<file path="config.mk">
export PLATFORM = sky130hd
export DESIGN_NAME = board_render_seq
export DESIGN_NICKNAME = d
export VERILOG_FILES = /design/src/rtl/board_render_seq.sv
export SDC_FILE = /design/constraint.sdc
export NUM_CORES = 1
export LEC_CHECK = 0
export ABC_AREA = 1
export CAP_MARGIN = 20
export CELL_PAD_IN_SITES_DETAIL_PLACEMENT = 1
export CELL_PAD_IN_SITES_GLOBAL_PLACEMENT = 1
export CORE_AREA = 5 5 85 87
export DETAILED_ROUTE_END_ITERATION = 8
export DIE_AREA = 0 0 90 92
export GPL_TIMING_DRIVEN = 0
export PLACE_DENSITY_LB_ADDON = 0.25
export SLEW_MARGIN = 40
export SYNTH_ARGS = -nofsm -noshare
export SYNTH_HDL_FRONTEND = slang
export SYNTH_SLANG_ARGS = --single-unit
</file>
<file path="constraint.sdc">
create_clock -name clk -period 2.6 [get_ports clk]
set_input_delay 0.78 -clock clk [delete_from_list [all_inputs] [get_ports clk]]
set_output_delay 0.78 -clock clk [all_outputs]
set_load 0.03 [all_outputs]
</file>
<file path="src/rtl/board_render_seq.sv">
// Walks the 4x4 checkerboard, fetching each cell's occupancy and handing origin/colours
// to the grid drawer over a draw/done handshake, optionally followed by one selector draw.
module board_render_seq #(
  parameter logic [7:0] BOARD_X0   = 8'd31,
  parameter logic [6:0] BOARD_Y0   = 7'd11,
  parameter logic [7:0] CELL_PX    = 8'd25,
  parameter logic [2:0] COL_BLUE   = 3'b001,
  parameter logic [2:0] COL_YELLOW = 3'b110
) (
  input  logic       clk,
  input  logic       resetn,
  input  logic       start,
  input  logic       redraw_one,
  input  logic [3:0] cell_sel,
  input  logic       sel_en,
  input  logic [3:0] sel_cell,
  output logic [3:0] cell_addr,
  input  logic [1:0] cell_piece,
  output logic       grid_draw,
  input  logic       grid_done,
  output logic       sel_draw,
  input  logic       sel_done,
  output logic [7:0] start_x,
  output logic [6:0] start_y,
  output logic [2:0] bg_colour,
  output logic [2:0] fg_colour,
  output logic       busy,
  output logic       frame_done
);

  typedef enum logic [2:0] {
    IDLE, FETCH, LATCH, ISSUE, WAIT_G, SEL_ISSUE, WAIT_S, FINISH
  } state_t;

  state_t     state_q;
  logic [3:0] idx_q;
  logic [3:0] last_q;
  logic       sel_en_q;
  logic [3:0] sel_cell_q;
  logic [3:0] cell_addr_q;
  logic       grid_draw_q;
  logic       sel_draw_q;
  logic [7:0] x_q;
  logic [6:0] y_q;
  logic [2:0] bg_q;
  logic [2:0] fg_q;
  logic       busy_q;
  logic       frame_done_q;

  logic [1:0] cell_row;
  logic [1:0] cell_col;
  logic [7:0] cell_x_d;
  logic [6:0] cell_y_d;
  logic [2:0] cell_bg_d;
  logic [2:0] cell_fg_d;
  logic [7:0] sel_x_d;
  logic [6:0] sel_y_d;

  always_comb begin
    cell_row  = idx_q[3:2];
    cell_col  = idx_q[1:0];
    cell_x_d  = BOARD_X0 + CELL_PX * {6'd0, cell_col};
    cell_y_d  = BOARD_Y0 + CELL_PX[6:0] * {5'd0, cell_row};
    // Odd row+col parity is a white square
    cell_bg_d = (cell_row[0] ^ cell_col[0]) ? 3'b111 : 3'b000;
    case (cell_piece)
      2'b01:   cell_fg_d = COL_BLUE;
      2'b10:   cell_fg_d = COL_YELLOW;
      default: cell_fg_d = cell_bg_d;
    endcase
    sel_x_d = BOARD_X0 + CELL_PX * {6'd0, sel_cell_q[1:0]};
    sel_y_d = BOARD_Y0 + CELL_PX[6:0] * {5'd0, sel_cell_q[3:2]};
  end

  always_ff @(posedge clk or negedge resetn) begin
    if (!resetn) begin
      state_q      <= IDLE;
      idx_q        <= 4'd0;
      last_q       <= 4'd0;
      sel_en_q     <= 1'b0;
      sel_cell_q   <= 4'd0;
      cell_addr_q  <= 4'd0;
      grid_draw_q  <= 1'b0;
      sel_draw_q   <= 1'b0;
      x_q          <= 8'd0;
      y_q          <= 7'd0;
      bg_q         <= 3'd0;
      fg_q         <= 3'd0;
      busy_q       <= 1'b0;
      frame_done_q <= 1'b0;
    end else begin
      grid_draw_q  <= 1'b0;
      sel_draw_q   <= 1'b0;
      frame_done_q <= 1'b0;
      case (state_q)
        IDLE: begin
          if (start || redraw_one) begin
            idx_q       <= start ? 4'd0 : cell_sel;
            last_q      <= start ? 4'd15 : cell_sel;
            cell_addr_q <= start ? 4'd0 : cell_sel;
            sel_en_q    <= sel_en;
            sel_cell_q  <= sel_cell;
            busy_q      <= 1'b1;
            state_q     <= FETCH;
          end
        end
        FETCH: state_q <= LATCH;
        LATCH: begin
          // cell_piece is valid now, so the drawer's operands are frozen here
          x_q         <= cell_x_d;
          y_q         <= cell_y_d;
          bg_q        <= cell_bg_d;
          fg_q        <= cell_fg_d;
          grid_draw_q <= 1'b1;
          state_q     <= ISSUE;
        end
        ISSUE: state_q <= WAIT_G;
        WAIT_G: begin
          if (grid_done) begin
            if (idx_q != last_q) begin
              idx_q       <= idx_q + 4'd1;
              cell_addr_q <= idx_q + 4'd1;
              state_q     <= FETCH;
            end else if (sel_en_q) begin
              x_q        <= sel_x_d;
              y_q        <= sel_y_d;
              bg_q       <= COL_YELLOW;
              fg_q       <= COL_YELLOW;
              sel_draw_q <= 1'b1;
              state_q    <= SEL_ISSUE;
            end else begin
              frame_done_q <= 1'b1;
              state_q      <= FINISH;
            end
          end
        end
        SEL_ISSUE: state_q <= WAIT_S;
        WAIT_S: begin
          if (sel_done) begin
            frame_done_q <= 1'b1;
            state_q      <= FINISH;
          end
        end
        FINISH: begin
          busy_q  <= 1'b0;
          state_q <= IDLE;
        end
        default: state_q <= IDLE;
      endcase
    end
  end

  assign cell_addr  = cell_addr_q;
  assign grid_draw  = grid_draw_q;
  assign sel_draw   = sel_draw_q;
  assign start_x    = x_q;
  assign start_y    = y_q;
  assign bg_colour  = bg_q;
  assign fg_colour  = fg_q;
  assign busy       = busy_q;
  assign frame_done = frame_done_q;

endmodule

</file>
==> results of run 1 <==
-- worst max-delay path by stage --
stage                               to  slack [ns]  depth (start not counted)
after global routing      cell_addr[1]        0.19                          1
after detailed placement    start_y[3]        0.25                          7
final                     cell_addr[1]        0.23                          1
after global placement      state_q[1]       -0.27                          1
after floorplan           cell_addr[1]        0.81                          8
after CTS                 cell_addr[1]        0.22                          1
-- cells by family after synthesis --
| family | after synthesis | share of synthesized area [%] |
|---|---|---|
| fa+ha+maj | 26 | 13.0 |
| flops | 38 | 37.9 |
| other cells | 1 | 0.149 |
| buf+inv | 45 | 8.37 |
| xor+xnor | 7 | 2.44 |
| simple gates | 172 | 30.6 |
| compound gates | 34 | 7.62 |
-- final cells by class --
cell class / instances / area [um^2]
clock inverter: 1 / 30.0
tap: 77 / 96.3
timing repair buffer: 43 / 428
fill: 798 / 3130
inverter: 32 / 123
clock buffer: 6 / 82.6
multi-input combinational: 240 / 1350
buffer: 13 / 87.6
sequential: 38 / 951
-- metrics by stage --
step	TNS, ns	utilization (%)	hold slack (ns)	total power, uW	cells
2_1_floorplan	0	-	0.473	2620	323
3_3_place_gp	-10.05	48.4	0.454	3320	443
3_5_place_dp	0	48.4	0.457	3420	443
4_1_cts	0	50.1	0.457	3950	450
5_1_grt	0	50.1	0.478	4250	450
6_report	0	50.1	0.443	3890	450
-- flip-flops by register name (all words and copies together), names as in the netlist, 2 cells and up --
| register | cells |
|---|---|
| start_y | 7 |
| cell_addr | 4 |
| last_q | 4 |
| fg_colour | 2 |
| bg_colour | 2 |
| state_q | 3 |
| start_x | 7 |
| sel_cell_q | 4 |
-- synthesized netlist by cell type --
cell type / instances
inv_1: 29
dfrtp_1: 38
nor2_4: 3
xor2_1: 3
nand2_1: 108
buf_2: 4
o211ai_1: 1
buf_4: 5
o21a_1: 3
nand2_2: 1
ha_1: 26
nand3_4: 1
nor3_1: 5
nor2_1: 13
nand3_1: 32
or2_2: 2
nand4_1: 4
inv_4: 1
nand2_4: 3
xnor2_1: 4
o211ai_2: 1
buf_6: 2
o21ai_2: 1
inv_2: 2
clkbuf_1: 2
o21ai_0: 20
conb_1: 1
a21oi_1: 8
-- per-layer routing --
metal  global-route usage (%)  vias to the layer above
li1                         -                     1117
met1                     19.8                     1038
met2                     27.7                       40
met3                     4.01                        7
met4                     4.47                        0
met5                        0                        -
-- power by group --
group	total, uW	leakage [uW]	switching (uW)	internal, uW
registers	1060	0.000462	217	846
clock network	528	0.0000573	221	307
logic	2300	0.00111	1440	864
==> impl_metrics.toml, run 1 <==
[run_status]
outcome = "finished clean"

[setup_path]
startpoint = "cell_addr[1]"
cp_top_family = "buffers and inverters"
startpoint_type = "flip-flop"
max_stage_delay_ns = 0.74
critPathRequiredTime_ns = 1.82
path_cells = "clkdlybuf4s50_1"
cp.buffers_inverters = 1
path_class = "reg2out"
end_kind = "output port"
r2r_end = "start_y[3]"
reg2reg_from = "cell_addr[1]"
r2r_slack_ns = 0.73
crit_arrival_ns = 1.59
ff2ff_path_depth = 10
slowest_stage = "clkdlybuf4s50_1"
cp_max_fo = 9

[drt]
wl_met3_um = 271
drt_pass1_iterations = 4
viasPerCell = 4.89
drc = 0
post_drt_wl_per_cell_um = 14.1
drt_iter0_drc = 54
routed.top_layer = "met4"
wl_mm = 6.35
route.vias.total = 2202
ant_nets = 0
met1_length_mm = 2.85
met2_wirelength_mm = 3.15

[timing]
finalSetupViolCount = 0
maxSlewHeadroom_pct = 66.2
max_slew.worst_pin.slew_ns = 0.506
rsz0062_at_grt = "no"
fin_crit_ns = 2.37
clock.fmax_ghz = 0.423
finalCritPeriodShare_pct = 91.0
worst_clock_skew_ns = 0.00816
hold_violations = 0
fin_ws_ns = 0.234
maxSlewViolCount = 0

[worst_hold_path]
hp-class = "in2async"

[floorplan]
io_pins = 46
die_area_um2 = 8280
core_area_um2 = 6280
die_y_um = 92
initial_utilization_pct = 40.0
num_rows = 29
die_w_um = 90

[yosys]
synth_area_um2 = 2510
synth-seq-cells = 38
synthCells = 323
ys_warn_count = 0
yosysUniqueCellTypes = 28
avgSynthCellArea_um2 = 7.77
synthTopCellsByArea = "dfrtp_1, nand2_1, ha_1"
yosys.area.top_type = "dfrtp_1"
syn_nets = 366
ys_seq_area_share_pct = 37.9
synth_top_area_share_pct = 37.9

[clock_network]
tritoncts.num_buffers = 5
holdBufCountCts = 0
cts_max_path_buffers = 2
cts_sinks = 38
cts_resized = 0
postCtsSetupBuffers = 0
insertion_delay_ns = 0.30
cts_tree = "yes"
h-tree-depth = 2
clkSlewWorstSetupHoldPaths_ns = 0.08
clockRootBuffer = "clkbuf_8"

[final_layout]
areaGrowthSynthToFinish_pct = 25.4
diodes = 0
fin_nets = 416
drive_above_1_share_pct = 9.12
final_cell_mix = "nand2_1, clkdlybuf4s50_1, dfrtp_1, nand3_1, inv_1"
final_common_cell = "nand2_1"
fin_area_um2 = 3150

[grt]
grt-ovfl-total = 0
antenna_found_initial = 0
grt_max_degree = 39
grt_pass1_vias = 2265
track_usage_pct = 16.0
grt_pass1_wl_mm = 10.9

[placed_design]
port-buffer-count = 43
gp_congestion = 0.789
place_ws_ns = 0.254
hpwlAfterDp_mm = 5.05
place_area_um2 = 3040

[flow_run]
maxCapViolations = 0

[power]
pwr_density_cell_nw_per_um2 = 1240
leakagePower_uw = 0.00163
peakVddDrop_mv = 0.619
(Power assumes the default switching activity.)
==> run 2, diff against run 1 <==
CORE_AREA = 2 2 82 84   (was 5 5 85 87)
DIE_AREA = 0 0 84 86   (was 0 0 90 92)
SKIP_CTS_REPAIR_TIMING = 1   (was not set)
==> run 2 against run 1 <==
  * Critical endpoint unchanged
  * Core utilization is 0.28 points lower
  * Non-clock buffer count unchanged
  * Flip-flop and latch count stayed put
  * Wire length fell by 2.6%
  * Global-route usage up 2.6 points
  * Clock skew shrank 0.0019 ns
==> impl_metrics.toml, run 2 (synthesized netlist as in run 1, its figures left out) <==
[run_status]
outcome = "finished clean"

[timing]
maxSlewViolCount = 0
max_slew.worst_pin.slew_ns = 0.530
finalSetupViolCount = 0
maxSlewHeadroom_pct = 64.6
clock.fmax_ghz = 0.429
worst_clock_skew_ns = 0.00624
hold_violations = 0
rsz0062_at_grt = "no"
fin_crit_ns = 2.33
finalCritPeriodShare_pct = 89.6

[grt]
grt_max_degree = 39
antenna_found_initial = 0
grt_pass1_wl_mm = 10.9
track_usage_pct = 18.6
grt_pass1_vias = 2296
grt-ovfl-total = 0

[final_layout]
final_util_pct = 49.9
fin_nets = 416
diodes = 0
final_cell_mix = "nand2_1, clkdlybuf4s50_1, dfrtp_1, nand3_1, inv_1"
final_common_cell = "nand2_1"
areaGrowthSynthToFinish_pct = 24.7
drive_above_1_share_pct = 9.36

[clock_network]
insertion_delay_ns = 0.29
clkSlewWorstSetupHoldPaths_ns = 0.08
cts_sinks = 38
cts_max_path_buffers = 2
tritoncts.num_buffers = 5
h-tree-depth = 2
clockRootBuffer = "clkbuf_8"
cts_tree = "yes"

[setup_path]
path_class = "reg2out"
slowest_stage = "clkdlybuf4s50_1"
cp.buffers_inverters = 1
r2r_end = "start_y[0]"
max_stage_delay_ns = 0.73
reg2reg_from = "cell_addr[1]"
cp_top_family = "buffers and inverters"
r2r_slack_ns = 0.75
ff2ff_path_depth = 10
endpoint = "cell_addr[1]"
path_cells = "clkdlybuf4s50_1"
critPathRequiredTime_ns = 1.82
end_kind = "output port"
crit_arrival_ns = 1.55
startpoint = "cell_addr[1]"
startpoint_type = "flip-flop"
cp_num_cells = 1
cp_max_fo = 9

[drt]
met2_wirelength_mm = 3.07
met1_length_mm = 2.88
viasPerCell = 4.91
route.vias.total = 2214
routed.top_layer = "met4"
drt_pass1_iterations = 4
drt_iter0_drc = 102
drc = 0
wl_met3_um = 181
wl_mm = 6.18
post_drt_wl_per_cell_um = 13.7
ant_nets = 0

[worst_hold_path]
hp-class = "in2async"

[floorplan]
die_w_um = 84
die_y_um = 86
initial_utilization_pct = 40.0
die_area_um2 = 7220
core_area_um2 = 6280
io_pins = 46
num_rows = 29

[power]
leakagePower_uw = 0.00162
peakVddDrop_mv = 0.630
power_uw = 3800
pwr_density_cell_nw_per_um2 = 1210

[placed_design]
hpwlAfterDp_mm = 4.82
gp_congestion = 0.808
port-buffer-count = 43

[flow_run]
maxCapViolations = 0
## run 2: cell type report
class                   count  area [um^2]
flip-flops and latches     38          951
plain buffers              13         87.6
inverters                  32          123
clock buffers               6         82.6
fillers                   792         3150
well taps                  77         96.3
multi-input cells         240         1350
clock inverters             2         12.5
repair buffers             43          428
## run 2: per-layer routing
| metal | global-route usage (%) | up-vias |
|---|---|---|
| met4 | 4.40 | 0 |
| met3 | 2.89 | 5 |
| met1 | 23.3 | 1060 |
| met5 | 0 | - |
| li1 | - | 1111 |
| met2 | 33.7 | 38 |
## run 2: worst min path at each step
stage	end	slack [ns]
after floorplan	last_q[3]	0.47
after global placement	start_x[3]	0.45
after detailed placement	start_x[2]	0.46
after CTS	last_q[3]	0.47
after global routing	last_q[3]	0.48
final	last_q[3]	0.45
## run 2: metrics by stage
stage	setup slack [ns]	cell area [um^2]	setup TNS, ns	instances	hold slack [ns]
finish	0.272	3130	0	451	0.450
global route	0.209	3130	0	451	0.479
CTS	0.247	3130	0	451	0.467
detailed placement	0.262	3040	0	443	0.461
global placement	-0.226	3040	-8.45	443	0.452
floorplan	0.810	2510	0	323	0.473
## run 2: power by group
group	total, uW	switching [uW]	internal (uW)
Clock	436	222	213
Combinational	2300	1440	864
Sequential	1060	218	846
Total	3800	1880	1920
==> run 3, diff against run 2 <==
CTS_BUF_LIST = sky130_fd_sc_hd__clkbuf_16   (was not set)
==> run 3 against run 2 <==
  * Non-clock buffer count stayed put
  * Register-to-register slack hardly changed
  * Combinational power hardly changed
  * Wire length is 0.47% higher
  * Maximum frequency is 1.0% higher
  * Hold slack better by 0.018 ns
  * Critical path type unchanged
  * Largest cell class unchanged
==> impl_metrics.toml, run 3 (synthesized netlist as in run 1, its figures left out) <==
[run_status]
outcome = "finished clean"

[placed_design]
port-buffer-count = 43
place_ws_ns = 0.262
hpwlAfterDp_mm = 4.82
gp_congestion = 0.808

[drt]
routed.top_layer = "met4"
wl_mm = 6.21
ant_nets = 0
met1_length_mm = 2.80
met2_wirelength_mm = 3.17
viasPerCell = 4.91
drt_pass1_iterations = 4
drt_iter0_drc = 74
route.vias.total = 2216
wl_met3_um = 175
drc = 0
post_drt_wl_per_cell_um = 13.8

[setup_path]
cp_max_fo = 9
startpoint_type = "flip-flop"
reg2reg_from = "cell_addr[1]"
path_class = "reg2out"
startpoint = "cell_addr[1]"
cp.buffers_inverters = 1
ff2ff_path_depth = 10
r2r_end = "start_y[0]"
max_stage_delay_ns = 0.73
crit_arrival_ns = 1.52
cp_top_family = "buffers and inverters"
r2r_slack_ns = 0.76
path_cells = "clkdlybuf4s50_1"
end_kind = "output port"
critPathRequiredTime_ns = 1.82
slowest_stage = "clkdlybuf4s50_1"

[clock_network]
cts_max_path_buffers = 2
clkSlewWorstSetupHoldPaths_ns = 0.06
insertion_delay_ns = 0.28
cts_sinks = 38
tritoncts.num_buffers = 5
cts_tree = "yes"
clockRootBuffer = "clkbuf_16"
h-tree-depth = 2

[final_layout]
diodes = 0
final_common_cell = "nand2_1"
fin_nets = 416
final_cell_mix = "nand2_1, clkdlybuf4s50_1, dfrtp_1, nand3_1, inv_1"
areaGrowthSynthToFinish_pct = 26.5
drive_above_1_share_pct = 9.09

[power]
pwr_density_cell_nw_per_um2 = 1250
peakVddDrop_mv = 0.565
power_uw = 3960
leakagePower_uw = 0.00164

[timing]
holdWs_ns = 0.467
maxSlewHeadroom_pct = 64.0
rsz0062_at_grt = "no"
tns_ns = 0
maxSlewViolCount = 0
finalSetupViolCount = 0
clock.fmax_ghz = 0.434
fin_ws_ns = 0.295
worst_clock_skew_ns = 0.00400
max_slew.worst_pin.slew_ns = 0.539
fin_crit_ns = 2.30
finalCritPeriodShare_pct = 88.6
hold_violations = 0

[floorplan]
die_y_um = 86
die_area_um2 = 7220
initial_utilization_pct = 40.0
die_w_um = 84
io_pins = 46
num_rows = 29
core_area_um2 = 6280

[grt]
antenna_found_initial = 0
grt_pass1_vias = 2295
track_usage_pct = 18.7
grt-ovfl-total = 0
grt_pass1_wl_mm = 10.9
grt_max_degree = 39

[flow_run]
maxCapViolations = 0

[worst_hold_path]
hp-class = "in2async"
## run 3: stage by stage
stage	instances	area (um^2)	util, %
after global placement	443	3040	48.4
after global routing	451	3180	50.6
after floorplan	323	2510	-
final	451	3180	50.6
after detailed placement	443	3040	48.4
after CTS	451	3180	50.6
## run 3: layer usage
metal	track usage, %	vias to the layer above
met5	0	-
met4	4.40	0
met1	22.8	1060
li1	-	1113
met2	34.9	36
met3	2.89	7
## run 3: how the worst max path moves through the flow
stage                        end  cells after the start
global route        cell_addr[1]                      1
global placement      state_q[0]                      1
detailed placement    start_y[0]                      7
finish              cell_addr[1]                      1
floorplan           cell_addr[1]                      8
CTS                 cell_addr[1]                      1
## run 3: power breakdown
group / internal, uW / switching [uW] / leakage [uW]
sequential: 848 / 220 / 0.000462
combinational: 864 / 1440 / 0.00111
clock: 350 / 236 / 0.0000672
total: 2060 / 1900 / 0.00164
## run 3: layout make-up
class                   count  area [um^2]
well taps                  77         96.3
fillers                   783         3100
flip-flops and latches     38          951
clock buffers               5          125
repair buffers             43          428
clock inverters             3         16.3
multi-input cells         240         1350
plain buffers              13         87.6
inverters                  32          123
